## src/rtl/uart_pkg.sv

```systemverilog
// Shared UART package: FSM state encoding, baud constants for a 50 MHz clock
// and the default frame width.
package uart_pkg;

    typedef enum logic [2:0] {
        ST_IDLE   = 3'd0,
        ST_START  = 3'd1,
        ST_DATA   = 3'd2,
        ST_PARITY = 3'd3,
        ST_STOP   = 3'd4,
        ST_REST   = 3'd5
    } rx_state_e;

    // Baud counter terminal counts at 50 MHz (period = value + 1 cycles).
    localparam int BPS_115200 = 433;
    localparam int BPS_9600   = 5207;

    localparam int DATA_BITS_DEFAULT = 8;

endpackage

```

## src/rtl/uart_rx_ctrl_if.sv

```systemverilog
// Byte-out interface of the UART receiver.
// Config macro: UART_RX_PARITY_EN adds parity_err.
//   rx_data    last good byte, held until the next good frame
//   rx_done    1-cycle strobe: rx_data updated
//   frame_err  1-cycle strobe: stop bit sampled low
//   parity_err 1-cycle strobe: parity mismatch (parity build only)
// Strobe semantics: no handshake back-pressure; each strobe is a single-cycle
// qualifier, at most one per frame, and the consumer must take it that cycle.
// master = receiver, slave = byte consumer.
interface uart_rx_ctrl_if #(
    parameter int DATA_BITS = uart_pkg::DATA_BITS_DEFAULT
);
    logic [DATA_BITS-1:0] rx_data;
    logic                 rx_done;
    logic                 frame_err;
`ifdef UART_RX_PARITY_EN
    logic                 parity_err;

    modport master (output rx_data, rx_done, frame_err, parity_err);
    modport slave  (input  rx_data, rx_done, frame_err, parity_err);
`else
    modport master (output rx_data, rx_done, frame_err);
    modport slave  (input  rx_data, rx_done, frame_err);
`endif
endinterface

```

## src/rtl/rx_edge_sync.sv

```systemverilog
// Synchroniser for the asynchronous rx pin plus a registered falling-edge
// detector.
//   clk, rst_n    clock, async active-low reset
//   rx_pin_i      raw serial line, idle high
//   line_s_o      synchronised line level
//   fall_pulse_o  1-cycle pulse, one cycle after line_s goes 1 -> 0
module rx_edge_sync #(
    parameter int SYNC_STAGES = 2
) (
    input  logic clk,
    input  logic rst_n,
    input  logic rx_pin_i,
    output logic line_s_o,
    output logic fall_pulse_o
);
    logic [SYNC_STAGES-1:0] sync_q;
    logic                   prev_q;
    logic                   fall_q;

    // Flops reset to the idle-high level so no edge appears out of reset.
    always_ff @(posedge clk or negedge rst_n) begin
        if (!rst_n) begin
            sync_q <= '1;
            prev_q <= 1'b1;
            fall_q <= 1'b0;
        end else begin
            sync_q <= {sync_q[SYNC_STAGES-2:0], rx_pin_i};
            prev_q <= sync_q[SYNC_STAGES-1];
            fall_q <= prev_q & ~sync_q[SYNC_STAGES-1];
        end
    end

    assign line_s_o     = sync_q[SYNC_STAGES-1];
    assign fall_pulse_o = fall_q;
endmodule

```

## src/rtl/uart_rx_ctrl.sv

```systemverilog
// UART receive sequencer. Detects the start bit, runs the external baud
// counter through rx_count_sig and samples each bit on its mid-bit bps_clk
// pulse: start, DATA_BITS data LSB-first, optional parity, stop.
// Config macro: UART_RX_PARITY_EN (parity bit + parity_err strobe).
//   clk, rst_n    50 MHz clock, async active-low reset
//   rx_en         receive enable; low aborts to IDLE
//   rx_pin        asynchronous serial line, idle high
//   bps_clk       mid-bit pulse from the baud counter
//   rx_count_sig  run enable to the baud counter (high START..STOP)
//   dbg_state_o   current FSM state
//   rx_if         byte output (rx_data / rx_done / frame_err [/ parity_err])
module uart_rx_ctrl
    import uart_pkg::*;
#(
    parameter int DATA_BITS   = DATA_BITS_DEFAULT,
    parameter int SYNC_STAGES = 2,
    parameter int PARITY_ODD  = 0
) (
    input  logic      clk,
    input  logic      rst_n,
    input  logic      rx_en,
    input  logic      rx_pin,
    input  logic      bps_clk,
    output logic      rx_count_sig,
    output rx_state_e dbg_state_o,
    uart_rx_ctrl_if.master rx_if
);
    localparam logic [2:0] LAST_BIT = 3'(DATA_BITS - 1);

    logic line_s;
    logic fall_pulse;

    rx_edge_sync #(.SYNC_STAGES(SYNC_STAGES)) u_edge (
        .clk          (clk),
        .rst_n        (rst_n),
        .rx_pin_i     (rx_pin),
        .line_s_o     (line_s),
        .fall_pulse_o (fall_pulse)
    );

    rx_state_e            state_q, state_d;
    logic [DATA_BITS-1:0] shift_q, shift_d;
    logic [DATA_BITS-1:0] data_q, data_d;
    logic [2:0]           bit_q, bit_d;
    logic                 done_q, done_d;
    logic                 ferr_q, ferr_d;
`ifdef UART_RX_PARITY_EN
    logic                 perr_q, perr_d;
    logic                 par_bad_q, par_bad_d;
`else
    logic                 unused_parity_cfg;
    assign unused_parity_cfg = ^PARITY_ODD;
`endif

    always_ff @(posedge clk or negedge rst_n) begin
        if (!rst_n) begin
            state_q   <= ST_IDLE;
            shift_q   <= '0;
            data_q    <= '0;
            bit_q     <= '0;
            done_q    <= 1'b0;
            ferr_q    <= 1'b0;
`ifdef UART_RX_PARITY_EN
            perr_q    <= 1'b0;
            par_bad_q <= 1'b0;
`endif
        end else begin
            state_q   <= state_d;
            shift_q   <= shift_d;
            data_q    <= data_d;
            bit_q     <= bit_d;
            done_q    <= done_d;
            ferr_q    <= ferr_d;
`ifdef UART_RX_PARITY_EN
            perr_q    <= perr_d;
            par_bad_q <= par_bad_d;
`endif
        end
    end

    always_comb begin
        state_d   = state_q;
        shift_d   = shift_q;
        data_d    = data_q;
        bit_d     = bit_q;
        done_d    = 1'b0;
        ferr_d    = 1'b0;
`ifdef UART_RX_PARITY_EN
        perr_d    = 1'b0;
        par_bad_d = par_bad_q;
`endif
        if (!rx_en) begin
            // Abort: partial byte is discarded, no strobe.
            state_d = ST_IDLE;
            shift_d = '0;
            bit_d   = '0;
        end else begin
            case (state_q)
                ST_IDLE: begin
                    if (fall_pulse) state_d = ST_START;
                end
                ST_START: begin
                    if (bps_clk) begin
                        if (line_s) begin
                            state_d = ST_IDLE;     // glitch, not a start bit
                        end else begin
                            state_d = ST_DATA;
                            bit_d   = '0;
                            shift_d = '0;
                        end
                    end
                end
                ST_DATA: begin
                    if (bps_clk) begin
                        shift_d = {line_s, shift_q[DATA_BITS-1:1]};
                        if (bit_q == LAST_BIT) begin
`ifdef UART_RX_PARITY_EN
                            state_d = ST_PARITY;
`else
                            state_d = ST_STOP;
`endif
                        end else begin
                            bit_d = bit_q + 3'd1;
                        end
                    end
                end
`ifdef UART_RX_PARITY_EN
                ST_PARITY: begin
                    if (bps_clk) begin
                        par_bad_d = line_s != ((^shift_q) ^ PARITY_ODD[0]);
                        state_d   = ST_STOP;
                    end
                end
`endif
                ST_STOP: begin
                    if (bps_clk) begin
                        if (!line_s) begin
                            ferr_d = 1'b1;
`ifdef UART_RX_PARITY_EN
                        end else if (par_bad_q) begin
                            perr_d = 1'b1;
`endif
                        end else begin
                            data_d = shift_q;
                            done_d = 1'b1;
                        end
                        state_d = ST_REST;
                    end
                end
                // One cycle with rx_count_sig low lets the baud counter clear.
                ST_REST: state_d = ST_IDLE;
                default: state_d = ST_IDLE;
            endcase
        end
    end

    assign rx_count_sig = (state_q == ST_START) || (state_q == ST_DATA) ||
                          (state_q == ST_PARITY) || (state_q == ST_STOP);
    assign dbg_state_o  = state_q;

    assign rx_if.rx_data    = data_q;
    assign rx_if.rx_done    = done_q;
    assign rx_if.frame_err  = ferr_q;
`ifdef UART_RX_PARITY_EN
    assign rx_if.parity_err = perr_q;
`endif
endmodule

```

## src/flat_wrapper.sv

```systemverilog
// flat-port wrapper written by rule: the top's interface ports become plain ports
module uart_rx_ctrl_flat import uart_pkg::*;
#(
    parameter int DATA_BITS   = DATA_BITS_DEFAULT,
    parameter int SYNC_STAGES = 2,
    parameter int PARITY_ODD  = 0
)
  (clk, rst_n, rx_en, rx_pin, bps_clk, rx_count_sig, dbg_state_o, rx_if_rx_data, rx_if_rx_done, rx_if_frame_err);
  uart_rx_ctrl_if #(.DATA_BITS(DATA_BITS)) rx_if_i ();
  input  logic clk;
  input  logic rst_n;
  input  logic rx_en;
  input  logic rx_pin;
  input  logic bps_clk;
  output logic rx_count_sig;
  output rx_state_e dbg_state_o;
  output wire logic [$bits(rx_if_i.rx_data)-1:0] rx_if_rx_data;
  output wire logic [$bits(rx_if_i.rx_done)-1:0] rx_if_rx_done;
  output wire logic [$bits(rx_if_i.frame_err)-1:0] rx_if_frame_err;
  assign rx_if_rx_data = rx_if_i.rx_data;
  assign rx_if_rx_done = rx_if_i.rx_done;
  assign rx_if_frame_err = rx_if_i.frame_err;
  uart_rx_ctrl #(.DATA_BITS(DATA_BITS), .SYNC_STAGES(SYNC_STAGES), .PARITY_ODD(PARITY_ODD)) u_core (.clk(clk), .rst_n(rst_n), .rx_en(rx_en), .rx_pin(rx_pin), .bps_clk(bps_clk), .rx_count_sig(rx_count_sig), .dbg_state_o(dbg_state_o), .rx_if(rx_if_i));
endmodule
```

## config.mk

```make
export PLATFORM = sky130hd
export DESIGN_NAME = uart_rx_ctrl_flat
export DESIGN_NICKNAME = d
export VERILOG_FILES = /design/src/rtl/uart_pkg.sv /design/src/rtl/uart_rx_ctrl_if.sv /design/src/rtl/rx_edge_sync.sv /design/src/rtl/uart_rx_ctrl.sv /design/src/flat_wrapper.sv
export SDC_FILE = /design/constraint.sdc
export NUM_CORES = 1
export LEC_CHECK = 0
export BUFFER_PORTS_ARGS = -buffer_cell sky130_fd_sc_hd__buf_2
export CAP_MARGIN = 30
export CORE_UTILIZATION = 45
export CTS_CLUSTER_DIAMETER = 80
export DETAILED_ROUTE_END_ITERATION = 16
export MAX_ROUTING_LAYER = met4
export PLACE_DENSITY = 0.71
export SYNTH_ARGS = -nofsm -noshare
export SYNTH_HDL_FRONTEND = slang
export SYNTH_HIERARCHICAL = 1
export SYNTH_SLANG_ARGS = --single-unit
```

## constraint.sdc

```tcl
create_clock -name clk -period 2 [get_ports clk]
set_clock_uncertainty 0.2 [all_clocks]
set_input_delay 0.4 -clock clk [delete_from_list [all_inputs] [get_ports clk]]
set_output_delay 0.4 -clock clk [all_outputs]
set_load 0.02 [all_outputs]
```

Word-level counts from Yosys, hierarchy flattened:

Cells that the tools add are included.

* bits in registers: 28
* latch bits: 0
* bits in writable memories: 0
* ROM bits: 0
* input port bits: 5
* logic and storage cells: 60
* memories: 0

* add/sub/neg operators: 1
* multiply operators: 0
* divide/modulo/power cells: 0
* $lt $le $gt $ge: 0
* eq/ne operators: 13
* shifts and indexed selects: 0
* muxes and demuxes: 27
* bitwise operators: 2
* reduce and logical (&&, ||, !) cells: 8

Operator list (number)
* two-way mux 3 bit: 11
* two-way mux 8 bit: 4
* inequality test 3 bit, second input constant: 6
* case mux 8 bit (2 select lines): 1
* case mux 3 bit (4 select lines): 1
* AND reduction 5 bit: 2
* two-way mux 1 bit: 8
* AND reduction 4 bit: 2
* == test 3 x 2 -> 1 bit, second input constant: 2
* == test 3 bit, second input constant: 2
* case mux 3 bit (2 select lines): 1
* adder 3 x 1 -> 3 bit, second input constant: 1
* == test 3 x 1 -> 1 bit, second input constant: 1
* zero test 3 bit: 1
* logical OR 1 bit: 3
* inequality test 3 x 1 -> 1 bit, second input constant: 1
* inequality test 3 x 2 -> 1 bit, second input constant: 1
* two-way mux 2 bit: 1
* bitwise AND 1 bit: 1
* NOT 1 bit: 1

Logic depth before layout (Yosys ltp):

* depth after elaboration: 5
* depth in mapped cells: 6
* depth with buffers taken out: 6

Cells and area by module:

Netlist, hierarchy kept.

Modules (own cells, without submodules)
* uart_rx_ctrl: instances 1, cells each 84, area each 1083.5 um^2
* rx_edge_sync: instances 1, cells each 5, area each 117.6 um^2

Least setup slack after synthesis:

No wires, ideal clock.

* kind: register to output
* from: reg u_core.state_q[1], in the netlist u_core/dbg_state_o[1]
* to: out rx_count_sig
* arrival: 1.123 ns
* data required time: 1.400 ns
* slack: 0.277 ns
* cell stages (with the launch flop): 4
* buffers on the path: 1
* path through: dfrtp_1 > buf_2 > nor2_2 > xnor2_1

* longest elaborated chain between the ends: 4
* elaborated cells on any way between the ends: 7

RTL lines
* start, declared: line uart_rx_ctrl.sv:41 `rx_state_e state_q, state_d;`
* start signal, assigned: line uart_rx_ctrl.sv:68 `state_q <= state_d;`
* == test 3 x 1 -> 1 bit / == test 3 x 2 -> 1 bit (equally long branches): line uart_rx_ctrl.sv:157 `assign rx_count_sig = (state_q == ST_START) || (state_q == ST_DATA) ||`
* logical OR 1 bit (2 in a row): line uart_rx_ctrl.sv:157
* logical OR 1 bit (*): line uart_rx_ctrl.sv:158 `(state_q == ST_PARITY) || (state_q == ST_STOP);`
* end, declared: line flat_wrapper.sv:15 `output logic rx_count_sig;`

Mark *: on every way between the ends. The rest lies on a longest branch, timed or not.

Worst setup path in the final report:

* from: reg u_core.state_q[2], in the netlist u_core/dbg_state_o[2]
* to: out rx_count_sig

The elaborated chain is that of the path after synthesis.

==> key figures <==
Power and ir drop
  – Maximum VDD drop: 452 uV
  – Power per cell area: 665 mW/mm2
  – Leakage: 0.698 nW

Synth
  – Yosys reg bits: 28
  – Ranking of synthesized cells by area: dfrtp_1 52%, mux2_2 8.4%, dfstp_2 6.6%
  – Warnings, synthesis: 6
  – Yosys top cell by area: dfrtp_1
  – Post-synthesis sequential area ratio: 0.586
  – Predominant post-synthesis flop cell: dfrtp_1
  – Syn Nets: 96
  – Post-synth ARST share: 1.00
  – Most frequent cell after synthesis: dfrtp_1
  – Gate Count Post-Synth: 89
  – Post-synth EDFFs: 0
  – Synth top cells by count: 25 x dfrtp_1, 9 x mux2_2, 7 x a22o_1
  – Synth unique cells: 31
  – Avg Cell Area, Syn: 13.5 um2
  – Post-synthesis instance area: 0.00120 mm2
  – Synth top area share: 0.521

GRT
  – First-pass GRT wire length: 3.63 mm
  – Vias in the first global route: 833
  – Pin count of the biggest net entering global routing: 29
  – Initial antenna violation count: 0
  – Final global-route overflow total: 0
  – GRT Total Usage: 0.189

Clocking
  – CTS root buf: clkbuf_4
  – Clock sink count: 28
  – Clk_lat worst skew: 320 ps
  – Max H-tree Level: 1
  – CTS buffer count: 3
  – Clock-pin slew on the worst setup and hold paths: 140 ps
  – CTS tree: done
  – Post-CTS Setup Repair Bufs: 0
  – Longest Clk Path Bufs: 2

Die
  – I/O Pins: 19
  – Core area: 0.00250 mm2
  – Starting density of the core: 0.480
  – DIE AREA: 0.00288 mm2
  – Chip height: 53.7 um
  – Row count: 18
  – Chip width: 53.7 um

STA
  – Period Utilization, post-route: 0.961
  – Final slew viol count: 0
  – # setup viols final: 0
  – Minimum clock period: 1920 ps
  – Setup TNS: 0 ps
  – Max_slew headroom: 0.590
  – RSZ-0062 raised after global routing: no
  – Highest clock rate: 0.520 GHz
  – Worst-Margin Slew: 614 ps
  – Final Hold Fails: 0
  – Fin worst setup slack: 78.0 ps

Setup path
  – Worst endpoint required time: 1400 ps
  – Critical path launch point type: flip-flop
  – Worst EP arrival: 1320 ps
  – WS Path Type: reg2out
  – FF-to-FF path depth: 5
  – Kind of end point of the critical path: output port
  – Crit path max fanout: 13

Job
  – Maxcap violations: 0

Drt
  – Drt first pass iters: 4
  – Post-DRT Antenna Nets: 0
  – Wirelength, routed: 2.23 mm
  – Via density: 5.67
  – WL/cell: 15.8 um
  – Vias: 800
  – DR iter-0 viols: 9
  – Drc violations: 0

Final layout
  – Final nets: 119
  – Layout cell share with drive strength beyond 1: 0.387
  – Synth-to-layout area growth: 15.4%
  – Antenna diode count: 0
  – End-of-flow core utilization: 0.555

Place
  – Final HPWL DP: 1.54 mm
  – Dpl ws: 198 ps
  – Gpl congestion: 0.836
  – I/O Buffers: 18

Min path
  – Hold Crit Depth: 0
  – Type of the tightest min-delay check: reg2reg

Status
  – Status: completed
## routing by layer
| metal | GRT usage | part of all wire | vias up |
|---|---|---|---|
| li1 | - | - | 374 |
| met1 | 0.210 | 0.45 | 403 |
| met2 | 0.319 | 0.50 | 21 |
| met3 | 0.0282 | 0.041 | 2 |
| met4 | 0.110 | 0.0076 | 0 |
| met5 | - | 0 | - |
## critical path, stage by stage, from the launching register on
cell and delay (ps):
dfrtp_1 650, xnor2_1 170, buf_2 180
## where the power goes
group          leakage (nW)  internal (mW)  switching, mW  total, mW
Clock                0.0210          0.111          0.155      0.266
Sequential            0.376          0.576         0.0111      0.587
Combinational         0.301         0.0260         0.0425     0.0685
## stage by stage
step / cell area [um2] / hold slack [ps] / instances / power [mW]
2_1_floorplan: 1200 / -95.6 / 89 / 0.632
3_3_place_gp: 1320 / 146 / 135 / 0.660
3_5_place_dp: 1320 / 147 / 135 / 0.662
4_1_cts: 1380 / 167 / 141 / 0.937
5_1_grt: 1390 / 169 / 141 / 0.962
6_report: 1390 / 166 / 141 / 0.922
## placed cells by master, fill, tap and decap left out, types with 2 or more instances in the layout
cell type	count
dfrtp_1	23
buf_2	18
mux2_2	9
a22o_1	7
nand2b_1	4
a21oi_1	4
clkbuf_4	3
nand2_1	3
nor2b_1	3
a32o_1	3
dfstp_2	3
dlygate4sd3_1	2
and4b_1	2
nor3b_2	2
nor3b_1	2
nor2_1	2
ha_1	2
dfrtp_2	2
## path summary, 6_finish.rpt
check / from / end / slack (ps)
worst min-delay path: u_core/u_edge/sync_q[0]$_DFF_PN1_ / u_core/u_edge/sync_q[1]$_DFF_PN1_ / 170
worst max-delay path: u_core/dbg_state_o[2]$_DFFE_PN0P_ / rx_count_sig / 80
max in group asynchronous: rst_n / u_core/dbg_state_o[1]$_DFFE_PN0P_ / 760
min in group asynchronous: rst_n / u_core/shift_q[4]$_DFFE_PN0P_ / 410
worst max register to register: u_core/bit_q[0]$_DFFE_PN0P_ / u_core/bit_q[1]$_DFFE_PN0P_ / 170
worst min register to register: u_core/u_edge/sync_q[0]$_DFF_PN1_ / u_core/u_edge/sync_q[1]$_DFF_PN1_ / 170
## what timing repair did
| item | 4_1_cts | 5_1_grt |
|---|---|---|
| pin swaps | 0 | 0 |
| hold buffers | 2 | 0 |
| resized for setup | 2 | 1 |
| cloned | 0 | 0 |
| endpoints found under the hold margin | 26 | 0 |
| endpoints found under the setup margin | 1 | 1 |
## logic make-up (layout without fill, tap and decap cells)
logic type | Yosys count | count (layout) | share of synthesized area
XOR/XNOR | 1 | 1 | 0.00729
flip-flops | 28 | 28 | 0.586
multiplexers | 9 | 9 | 0.0844
AND/OR/NAND/NOR | 26 | 26 | 0.166
buffers and inverters | 4 | 26 | 0.0146
AO/OA/AOI/OAI | 19 | 19 | 0.121
adder cells (fa/ha/maj) | 2 | 2 | 0.0208
## flip-flops by register name, summed over array words and instances, names as in the netlist, 2 cells and up
name                  cells
u_core/u_edge/sync_q      2
u_core/dbg_state_o        3
u_core/rx_if.rx_data      8
u_core/shift_q            8
u_core/bit_q              3
## cell type report
cell class                 count  area, um2
fill                         212       1110
sequential                    28        707
multi-input combinational     57        484
timing repair buffer          21        118
tap                           30       37.5
clock buffer                   4       36.3
inverter                       1       3.75
(Power assumes the default switching activity.)
